`config.mk`:
```
export PLATFORM = sky130hd
export DESIGN_NAME = fifo_stim_driver_flat
export DESIGN_NICKNAME = d
export VERILOG_FILES = /design/src/rtl/fifo_stim_driver_pkg.sv /design/src/rtl/fifo_stim_driver_if.sv /design/src/rtl/fifo_stim_lfsr.sv /design/src/rtl/fifo_stim_driver.sv /design/src/flat_wrapper.sv
export SDC_FILE = /design/constraint.sdc
export NUM_CORES = 1
export LEC_CHECK = 0
export CAP_MARGIN = 20
export CORE_MARGIN = 2
export CORE_UTILIZATION = 40
export CTS_CLUSTER_DIAMETER = 30
export CTS_CLUSTER_SIZE = 30
export DETAILED_ROUTE_END_ITERATION = 8
export SLEW_MARGIN = 20
export SYNTH_ARGS = -nofsm -noshare
export SYNTH_HDL_FRONTEND = slang
export SYNTH_HIERARCHICAL = 1
export SYNTH_SLANG_ARGS = --single-unit
```
`constraint.sdc`:
```
create_clock -name clk -period 2.5 [get_ports clk]
set_input_delay 0.5 -clock clk [delete_from_list [all_inputs] [get_ports clk]]
set_output_delay 0.5 -clock clk [all_outputs]
set_load 0.05 [all_outputs]
```
`src/rtl/fifo_stim_driver_pkg.sv`:
```
// rtl/fifo_stim_driver_pkg.sv - shared types, LFSR taps and helpers for the FIFO stimulus driver
package fifo_stim_driver_pkg;

    typedef enum logic [1:0] {IDLE, RST_FIFO, RUN, DONE} stim_state_e;
    typedef enum logic [1:0] {M_RAND, M_WR, M_RD, M_ALT} stim_mode_e;

    // Right-shifting Galois mask for x^32 + x^22 + x^2 + x + 1
    localparam logic [31:0] LFSR_TAPS = 32'h8020_0003;

    function automatic logic [31:0] lfsr_step(input logic [31:0] v);
        return {1'b0, v[31:1]} ^ (v[0] ? LFSR_TAPS : 32'h0);
    endfunction

    // Percent -> threshold against a 7-bit random field; 100% yields 128 so the compare is always true
    function automatic logic [7:0] pct_threshold(input int unsigned pct);
        return 8'((pct * 128) / 100);
    endfunction

endpackage

```
`src/rtl/fifo_stim_driver_if.sv`:
```
// rtl/fifo_stim_driver_if.sv - driver-side FIFO signal bundle
// master: drives fifo_rst_n/data_in/wr_en/rd_en, observes full/empty
// slave : the FIFO side (or a bench standing in for it)
interface fifo_stim_driver_if #(
    parameter int unsigned FIFO_WIDTH = 16
) ();
    logic                  fifo_rst_n;
    logic [FIFO_WIDTH-1:0] data_in;
    logic                  wr_en;
    logic                  rd_en;
    logic                  full;
    logic                  empty;

    modport master (output fifo_rst_n, data_in, wr_en, rd_en, input full, empty);
    modport slave  (input fifo_rst_n, data_in, wr_en, rd_en, output full, empty);
endinterface

```
`src/rtl/fifo_stim_lfsr.sv`:
```
// rtl/fifo_stim_lfsr.sv - 32-bit Galois LFSR with synchronous load and step enable
// Ports: clk, rst_n (sync, active-low), load_i (reload SEED), en_i (advance one step),
//        lfsr_d_o (value the register takes at the next edge)
module fifo_stim_lfsr
    import fifo_stim_driver_pkg::*;
#(
    parameter logic [31:0] SEED = 32'hACE1_2468
) (
    input  logic        clk,
    input  logic        rst_n,
    input  logic        load_i,
    input  logic        en_i,
    output logic [31:0] lfsr_d_o
);

    logic [31:0] lfsr_q;
    logic [31:0] lfsr_d;

    always_comb begin
        lfsr_d = lfsr_q;
        if (load_i) begin
            lfsr_d = SEED;
        end else if (en_i) begin
            lfsr_d = lfsr_step(lfsr_q);
        end
    end

    always_ff @(posedge clk) begin
        if (!rst_n) begin
            lfsr_q <= SEED;
        end else begin
            lfsr_q <= lfsr_d;
        end
    end

    // Exposing the next value lets the top register a beat in the same edge the LFSR moves
    assign lfsr_d_o = lfsr_d;

endmodule

```
`src/rtl/fifo_stim_driver.sv`:
```
// rtl/fifo_stim_driver.sv - LFSR-based stimulus source driving a FIFO's write/read side
// Ports: clk, rst_n (sync, active-low), start (pulse), mode, respect_flags,
//        fifo (master modport: fifo_rst_n, data_in, wr_en, rd_en out; full, empty in),
//        busy, done, txn_count (RUN beats issued)
module fifo_stim_driver
    import fifo_stim_driver_pkg::*;
#(
    parameter int unsigned FIFO_WIDTH = 16,
    parameter int unsigned NUM_TXN    = 1000,
    parameter int unsigned WR_ON_PCT  = 70,
    parameter int unsigned RD_ON_PCT  = 30,
    parameter logic [31:0] LFSR_SEED  = 32'hACE1_2468
) (
    input  logic                 clk,
    input  logic                 rst_n,
    input  logic                 start,
    input  logic [1:0]           mode,
    input  logic                 respect_flags,
    fifo_stim_driver_if.master   fifo,
    output logic                 busy,
    output logic                 done,
    output logic [31:0]          txn_count
);

    localparam logic [7:0]  WR_TH    = pct_threshold(WR_ON_PCT);
    localparam logic [7:0]  RD_TH    = pct_threshold(RD_ON_PCT);
    localparam logic [31:0] LAST_TXN = 32'(NUM_TXN - 1);

    stim_state_e state_q, state_d;
    stim_mode_e  mode_q, mode_d;
    logic        respect_q, respect_d;
    logic        rst_cnt_q, rst_cnt_d;
    logic [31:0] count_q, count_d;
    logic        start_acc;
    logic        lfsr_en;
    logic [31:0] lfsr_d;

    logic                  fifo_rst_n_q, fifo_rst_n_d;
    logic                  wr_en_q, wr_en_d;
    logic                  rd_en_q, rd_en_d;
    logic [FIFO_WIDTH-1:0] data_q, data_d;
    logic                  busy_q, busy_d;
    logic                  done_q, done_d;
    logic                  wr_beat, rd_beat;

    fifo_stim_lfsr #(.SEED(LFSR_SEED)) u_lfsr (
        .clk      (clk),
        .rst_n    (rst_n),
        .load_i   (start_acc),
        .en_i     (lfsr_en),
        .lfsr_d_o (lfsr_d)
    );

    // Only some LFSR bits feed the enables and data; the rest are intentionally dropped
    logic unused_lfsr;
    assign unused_lfsr = &{1'b0, lfsr_d};

    always_ff @(posedge clk) begin
        if (!rst_n) begin
            state_q      <= IDLE;
            mode_q       <= M_RAND;
            respect_q    <= 1'b0;
            rst_cnt_q    <= 1'b0;
            count_q      <= 32'd0;
            fifo_rst_n_q <= 1'b0;
            wr_en_q      <= 1'b0;
            rd_en_q      <= 1'b0;
            data_q       <= '0;
            busy_q       <= 1'b0;
            done_q       <= 1'b0;
        end else begin
            state_q      <= state_d;
            mode_q       <= mode_d;
            respect_q    <= respect_d;
            rst_cnt_q    <= rst_cnt_d;
            count_q      <= count_d;
            fifo_rst_n_q <= fifo_rst_n_d;
            wr_en_q      <= wr_en_d;
            rd_en_q      <= rd_en_d;
            data_q       <= data_d;
            busy_q       <= busy_d;
            done_q       <= done_d;
        end
    end

    always_comb begin
        state_d   = state_q;
        mode_d    = mode_q;
        respect_d = respect_q;
        rst_cnt_d = rst_cnt_q;
        count_d   = count_q;
        start_acc = start && ((state_q == IDLE) || (state_q == DONE));
        lfsr_en   = (state_q == RUN);

        case (state_q)
            IDLE, DONE: begin
                if (start_acc) begin
                    state_d   = RST_FIFO;
                    mode_d    = stim_mode_e'(mode);
                    respect_d = respect_flags;
                    rst_cnt_d = 1'b0;
                end
            end
            RST_FIFO: begin
                if (rst_cnt_q) state_d = RUN;
                else           rst_cnt_d = 1'b1;
            end
            RUN: begin
                if (count_q == LAST_TXN) state_d = DONE;
            end
            default: state_d = IDLE;
        endcase

        if (start_acc) begin
            count_d = 32'd0;
        end else if ((state_q == RUN) && (count_q != 32'(NUM_TXN))) begin
            count_d = count_q + 32'd1;
        end
    end

    // The registered outputs show beat k while txn_count reads k, so the beat is built from
    // the next-edge LFSR value and count.
    always_comb begin
        wr_beat = 1'b0;
        rd_beat = 1'b0;
        case (mode_q)
            M_RAND: begin
                wr_beat = ({1'b0, lfsr_d[31:25]} < WR_TH);
                rd_beat = ({1'b0, lfsr_d[24:18]} < RD_TH);
            end
            M_WR:    wr_beat = 1'b1;
            M_RD:    rd_beat = 1'b1;
            default: begin
                wr_beat = ~count_d[0];
                rd_beat = count_d[0];
            end
        endcase
        if (respect_q) begin
            wr_beat = wr_beat & ~fifo.full;
            rd_beat = rd_beat & ~fifo.empty;
        end

        fifo_rst_n_d = (state_d == RUN) || (state_d == DONE);
        busy_d       = (state_d == RST_FIFO) || (state_d == RUN);
        done_d       = (state_d == DONE);
        wr_en_d      = (state_d == RUN) && wr_beat;
        rd_en_d      = (state_d == RUN) && rd_beat;
        data_d       = (state_d == RUN) ? lfsr_d[FIFO_WIDTH-1:0] : '0;
    end

    assign fifo.fifo_rst_n = fifo_rst_n_q;
    assign fifo.wr_en      = wr_en_q;
    assign fifo.rd_en      = rd_en_q;
    assign fifo.data_in    = data_q;
    assign busy            = busy_q;
    assign done            = done_q;
    assign txn_count       = count_q;

endmodule
```
`src/flat_wrapper.sv`:
```
// flat-port wrapper written by rule: the top's interface ports become plain ports
module fifo_stim_driver_flat import fifo_stim_driver_pkg::*;
#(
    parameter int unsigned FIFO_WIDTH = 16,
    parameter int unsigned NUM_TXN    = 1000,
    parameter int unsigned WR_ON_PCT  = 70,
    parameter int unsigned RD_ON_PCT  = 30,
    parameter logic [31:0] LFSR_SEED  = 32'hACE1_2468
)
  (clk, rst_n, start, mode, respect_flags, busy, done, txn_count, fifo_fifo_rst_n, fifo_data_in, fifo_wr_en, fifo_rd_en, fifo_full, fifo_empty);
  fifo_stim_driver_if #(.FIFO_WIDTH(FIFO_WIDTH)) fifo_i ();
  input  logic clk;
  input  logic rst_n;
  input  logic start;
  input  logic [1:0] mode;
  input  logic respect_flags;
  output logic busy;
  output logic done;
  output logic [31:0] txn_count;
  output wire logic [$bits(fifo_i.fifo_rst_n)-1:0] fifo_fifo_rst_n;
  output wire logic [$bits(fifo_i.data_in)-1:0] fifo_data_in;
  output wire logic [$bits(fifo_i.wr_en)-1:0] fifo_wr_en;
  output wire logic [$bits(fifo_i.rd_en)-1:0] fifo_rd_en;
  input wire logic [$bits(fifo_i.full)-1:0] fifo_full;
  input wire logic [$bits(fifo_i.empty)-1:0] fifo_empty;
  assign fifo_fifo_rst_n = fifo_i.fifo_rst_n;
  assign fifo_data_in = fifo_i.data_in;
  assign fifo_wr_en = fifo_i.wr_en;
  assign fifo_rd_en = fifo_i.rd_en;
  assign fifo_i.full = fifo_full;
  assign fifo_i.empty = fifo_empty;
  fifo_stim_driver #(.FIFO_WIDTH(FIFO_WIDTH), .NUM_TXN(NUM_TXN), .WR_ON_PCT(WR_ON_PCT), .RD_ON_PCT(RD_ON_PCT), .LFSR_SEED(LFSR_SEED)) u_core (.clk(clk), .rst_n(rst_n), .start(start), .mode(mode), .respect_flags(respect_flags), .fifo(fifo_i), .busy(busy), .done(done), .txn_count(txn_count));
endmodule
```
After elaboration in Yosys (flattened, before gate mapping)

Cells that the tools add are included.

Output and inout bits: 53
Word-level logic and storage cells: 65
Register bits after elaboration: 91

Reductions and logical operators: 15
Multiplexer cells: 15
Bitwise operators: 7
Equality and inequality tests: 11
Add/subtract/negate cells: 1
Order comparisons: 2

Operators with widths:

| operator                | number |
|---|---|
| $mux W32                | 3 |
| $add A32 B1 Y32 const B | 1 |
| $eq A32 B10 Y1 const B  | 1 |
| $ne A32 B10 Y1 const B  | 1 |
| $xor A31 B32 Y32        | 1 |
| $eq A2 B2 Y1 const B    | 5 |
| $lt A7 B6 Y1 const B    | 1 |
| $lt A7 B7 Y1 const B    | 1 |
| $eq A2 B1 Y1 const B    | 3 |
| $mux W2                 | 3 |
| $pmux W1 S3             | 2 |
| $pmux W2 S3             | 1 |
| $reduce_and A2 Y1       | 3 |
| $mux W1                 | 5 |
| $logic_and A1 B1 Y1     | 4 |
| $logic_not A2 Y1        | 2 |
| $not A1 Y1              | 4 |
| $reduce_or A2 Y1        | 2 |
| $logic_or A1 B1 Y1      | 3 |
| $and A1 B1 Y1           | 2 |
| $ne A2 B1 Y1 const B    | 1 |
| $pmux W1 S2             | 1 |
| $reduce_bool A2 Y1      | 1 |

Logic depth before layout (Yosys ltp)

Depth in word-level cells: 9
Depth in mapped cells: 11

Cells and area by module

Netlist, hierarchy kept.

Modules (own cells, without submodules):

| module           | area an instance (um2) | sequential area each (um2) | cells each | instances |
|---|---|---|---|---|
| fifo_stim_driver | 2539.9                 | 1181.1                     | 278        | 1 |
| fifo_stim_lfsr   | 1330.0                 | 640.6                      | 145        | 1 |

Worst setup path after synthesis

OpenSTA, ideal clock, no wires.

Path type: register to register
Start: reg u_core.count_q[3] (netlist: u_core/txn_count[3])
End: reg u_core.count_q[18] (netlist: u_core/txn_count[18])
Arrival time: 2.285 ns
Clock period less this slack: 2.354 ns
Cell stages (with the launch flop): 7
Setup slack: 0.146 ns
Buffers on the path: 2
Required time: 2.430 ns
Cells stage by stage: dfxtp_1 -> clkdlybuf4s15_1 -> nand3_4 -> or4_1 -> buf_2 -> or4_1 -> a21oi_1

Longest elaborated chain between the ends: 2
Elaborated cells between the ends (all ways): 3
Classes of those cells: add/sub: 1; eq/ne: 1; reduce/logical: 1

Ends and longest elaborated chain:

| what                                                    | line                   | source |
|---|---|---|
| start, declared                                         | fifo_stim_driver.sv:33 | `logic [31:0] count_q, count_d;` |
| start signal, assigned                                  | fifo_stim_driver.sv:76 | `count_q <= count_d;` |
| branches (longest 2 deep; another with $add A32 B1 Y32) | n/a                    |  |

Parallel ways; which one is timed is not known.
A chain may end at the register's enable or synchronous reset.

Worst setup path in the final report

Start: reg u_core.count_q[3] (netlist: u_core/txn_count[3])
End: out txn_count[3]

RTL lines:

| what          | line               | source |
|---|---|---|
| end, declared | flat_wrapper.sv:19 | `output logic [31:0] txn_count;` |

No word-level cell between the ends.

==> results.py <==
metrics = {
    "status": {
        "outcome": "finished clean",
    },
    "power_and_ir_drop": {
        "powerDensity_mw_per_mm2": 560,
        "vdd_ir_drop_max_uv": 324,
        "static-leakage-power_nw": 1.75,
    },
    "sta": {
        "worst_pin_slew_ps": 527,
        "final.setup_skew_ps": 8.65,
        "report.final.hold_viol_count": 0,
        "final.setup.tns_ps": 0,
        "layout_min_cycle_time_ps": 2270,
        "setup_violations": 0,
        "clock.fmax_mhz": 440,
        "rsz0062_at_grt": "false",
        "final_min_period_over_clock_period_pct": 90.9,
        "slew_violations": 0,
        "max-slew-margin-rel_pct": 64.8,
    },
    "logic_synthesis": {
        "synth_warnings": 6,
        "postSynthCellCount": 420,
        "number_of_nets_produced_by_synthesis": 434,
        "syn-mean-instance-area_um2": 9.19,
        "syn_area_mm2": 0.00386,
    },
    "worst_setup_path": {
        "worstPathCellList": "clkdlybuf4s50_1",
        "r2r_slack_ps": 310,
        "worstSetupPathDepth": 1,
        "critical_path.max_stage_delay_ps": 880,
        "cp.buffers_inverters": 1,
        "criticalPathCategory": "reg -> out",
        "worstRegToRegCells": 10,
        "crit_path_max_fanout": 8,
        "critical_path.startpoint_type": "register",
        "regToRegEndpoint": "u_core/fifo.rd_en",
        "crit_start": "u_core/txn_count[3]",
        "critical_path.top_delay_family": "buffers and inverters",
        "critPathCaptureType": "output pin",
        "critical_path_arrival_ps": 1770,
        "crit_slowest_cell": "clkdlybuf4s50_1",
        "timing.rr.start": "u_core/state_q[0]",
        "critical_path_end": "txn_count[3]",
        "critical_path_required_ps": 2000,
    },
    "clock_tree": {
        "tritoncts": "yes",
        "worstSkewPairLatency_ps": 350,
        "path_clk_slew_ps": 90,
        "cts_htree_levels": 3,
        "ctsResizeCount": 0,
        "numCtsBuffers": 9,
        "cts_setup_buffers": 0,
        "clk_path_buf_depth": 2,
        "cts_root_buf": "clkbuf_8",
        "post_cts_hold_buffer_count": 0,
        "numClockSinks": 91,
    },
    "global_routing": {
        "first_global_vias": 2938,
        "grt_remaining_overflow": 0,
        "grt_util_all_layers_pct": 16.8,
        "grt_first_pass_wirelength_um": 13900,
        "maximum_number_of_pins_on_one_net_before_global_route_repair": 28,
        "number_of_antenna_violations_at_the_first_check_in_global_routing": 0,
    },
    "detailed_routing": {
        "detail_route.first_pass.iterations": 5,
        "finalWirelength_um": 8160,
        "drc": 0,
        "postRouteAntennaNets": 0,
        "route.detailed.wl_per_inst_um": 13.1,
        "route.detailed.vias_per_inst": 4.95,
        "drt_first_iter_violations": 99,
        "detailroute.via_count": 3077,
    },
    "place": {
        "detailedPlacementHpwl_um": 5910,
        "gp_congestion": 0.835,
        "input_output_buffers": 60,
        "postPlaceCellArea_mm2": 0.00464,
    },
    "floorplan": {
        "die_y_um": 102,
        "rows": 35,
        "design.portCount": 61,
        "dieArea_mm2": 0.0104,
        "initial_utilization_pct": 41.6,
        "floorplan.die.width_um": 102,
        "design.core.area_mm2": 0.00928,
    },
    "worst_hold_path": {
        "hp-class": "reg -> reg",
        "worst_hold_path.num_cells": 2,
    },
    "layout": {
        "drive_gt1_share_pct": 8.11,
        "antenna-diode-count": 0,
        "layout.cell_area.non_filler_mm2": 0.00485,
        "areaGrowthSynthToFinish_pct": 25.8,
        "design.final.nets": 502,
    },
    "run": {
        "timing.max_cap.violations": 0,
    },
}
[report_power, final]
group          internal (mW)  switching [mW]
clock network          0.592           0.500
logic                 0.0591          0.0990
registers               1.46         0.00744
total                   2.11           0.606
[cells in the final DEF, fill, tap and decap left out, drive strengths merged, types with 6 or more instances in the layout]
cell	count
a21oi	9
clkbuf	12
nor4	9
ha	6
and3	21
nand2	50
clkdlybuf4s50	60
nand3	9
nand4	15
nor2	64
dfxtp	91
o21ai	8
xor2	14
buf	19
nor3	7
xnor2	13
inv	11
mux2i	29
[registers in the layout, indices dropped and copies added, names as in the netlist]
register and cells:
u_core/mode_q 2, u_core/fifo.fifo_rst_n 1, u_core/busy 1, u_core/rst_cnt_q 1
u_core/state_q 2, u_core/txn_count 32, u_core/fifo.wr_en 1, u_core/u_lfsr/lfsr_q 32
u_core/fifo.rd_en 1, u_core/done 1, u_core/fifo.data_in 16, u_core/respect_q 1
[metrics by stage]
step           utilization [%]  instances  setup WS (ps)  total power, mW  hold WS [ps]
2_1_floorplan                -        420            146             1.60           433
3_3_place_gp              49.9        606            244             1.66           444
3_5_place_dp              49.9        606            172             1.66           457
4_1_cts                   52.3        622            188             2.75           475
5_1_grt                   52.3        622           25.4             2.83           521
6_report                  52.3        622            228             2.72           472
[area by class of cell]
type	instances	area (µm²)
Fill cell	900	4430
Multi-Input combinational cell	296	1860
Sequential cell	91	1820
Timing Repair Buffer	79	756
Tap cell	129	161
Clock buffer	12	145
Clock inverter	4	73.8
Inverter	11	41.3
[metal layers]
metal / up-vias / track usage [%] / wire length [µm]
li1: 1589 / - / -
met1: 1429 / 23.7 / 4160
met2: 53 / 24.6 / 3580
met3: 6 / 4.72 / 307
met4: 0 / 6.15 / 111
met5: - / 0 / 0
[worst min-delay path by stage]
| stage | from | endpoint | slack (ps) |
|---|---|---|---|
| after detailed placement | u_core/u_lfsr/lfsr_q[16] | u_core/u_lfsr/lfsr_q[16] | 460 |
| after floorplan | u_core/u_lfsr/lfsr_q[16] | u_core/u_lfsr/lfsr_q[16] | 430 |
| after global placement | u_core/u_lfsr/lfsr_q[17] | u_core/u_lfsr/lfsr_q[16] | 440 |
| after global routing | u_core/u_lfsr/lfsr_q[16] | u_core/u_lfsr/lfsr_q[16] | 520 |
| final | u_core/u_lfsr/lfsr_q[17] | u_core/u_lfsr/lfsr_q[16] | 470 |
| after CTS | u_core/u_lfsr/lfsr_q[16] | u_core/u_lfsr/lfsr_q[16] | 470 |
(Power assumes the default switching activity.)
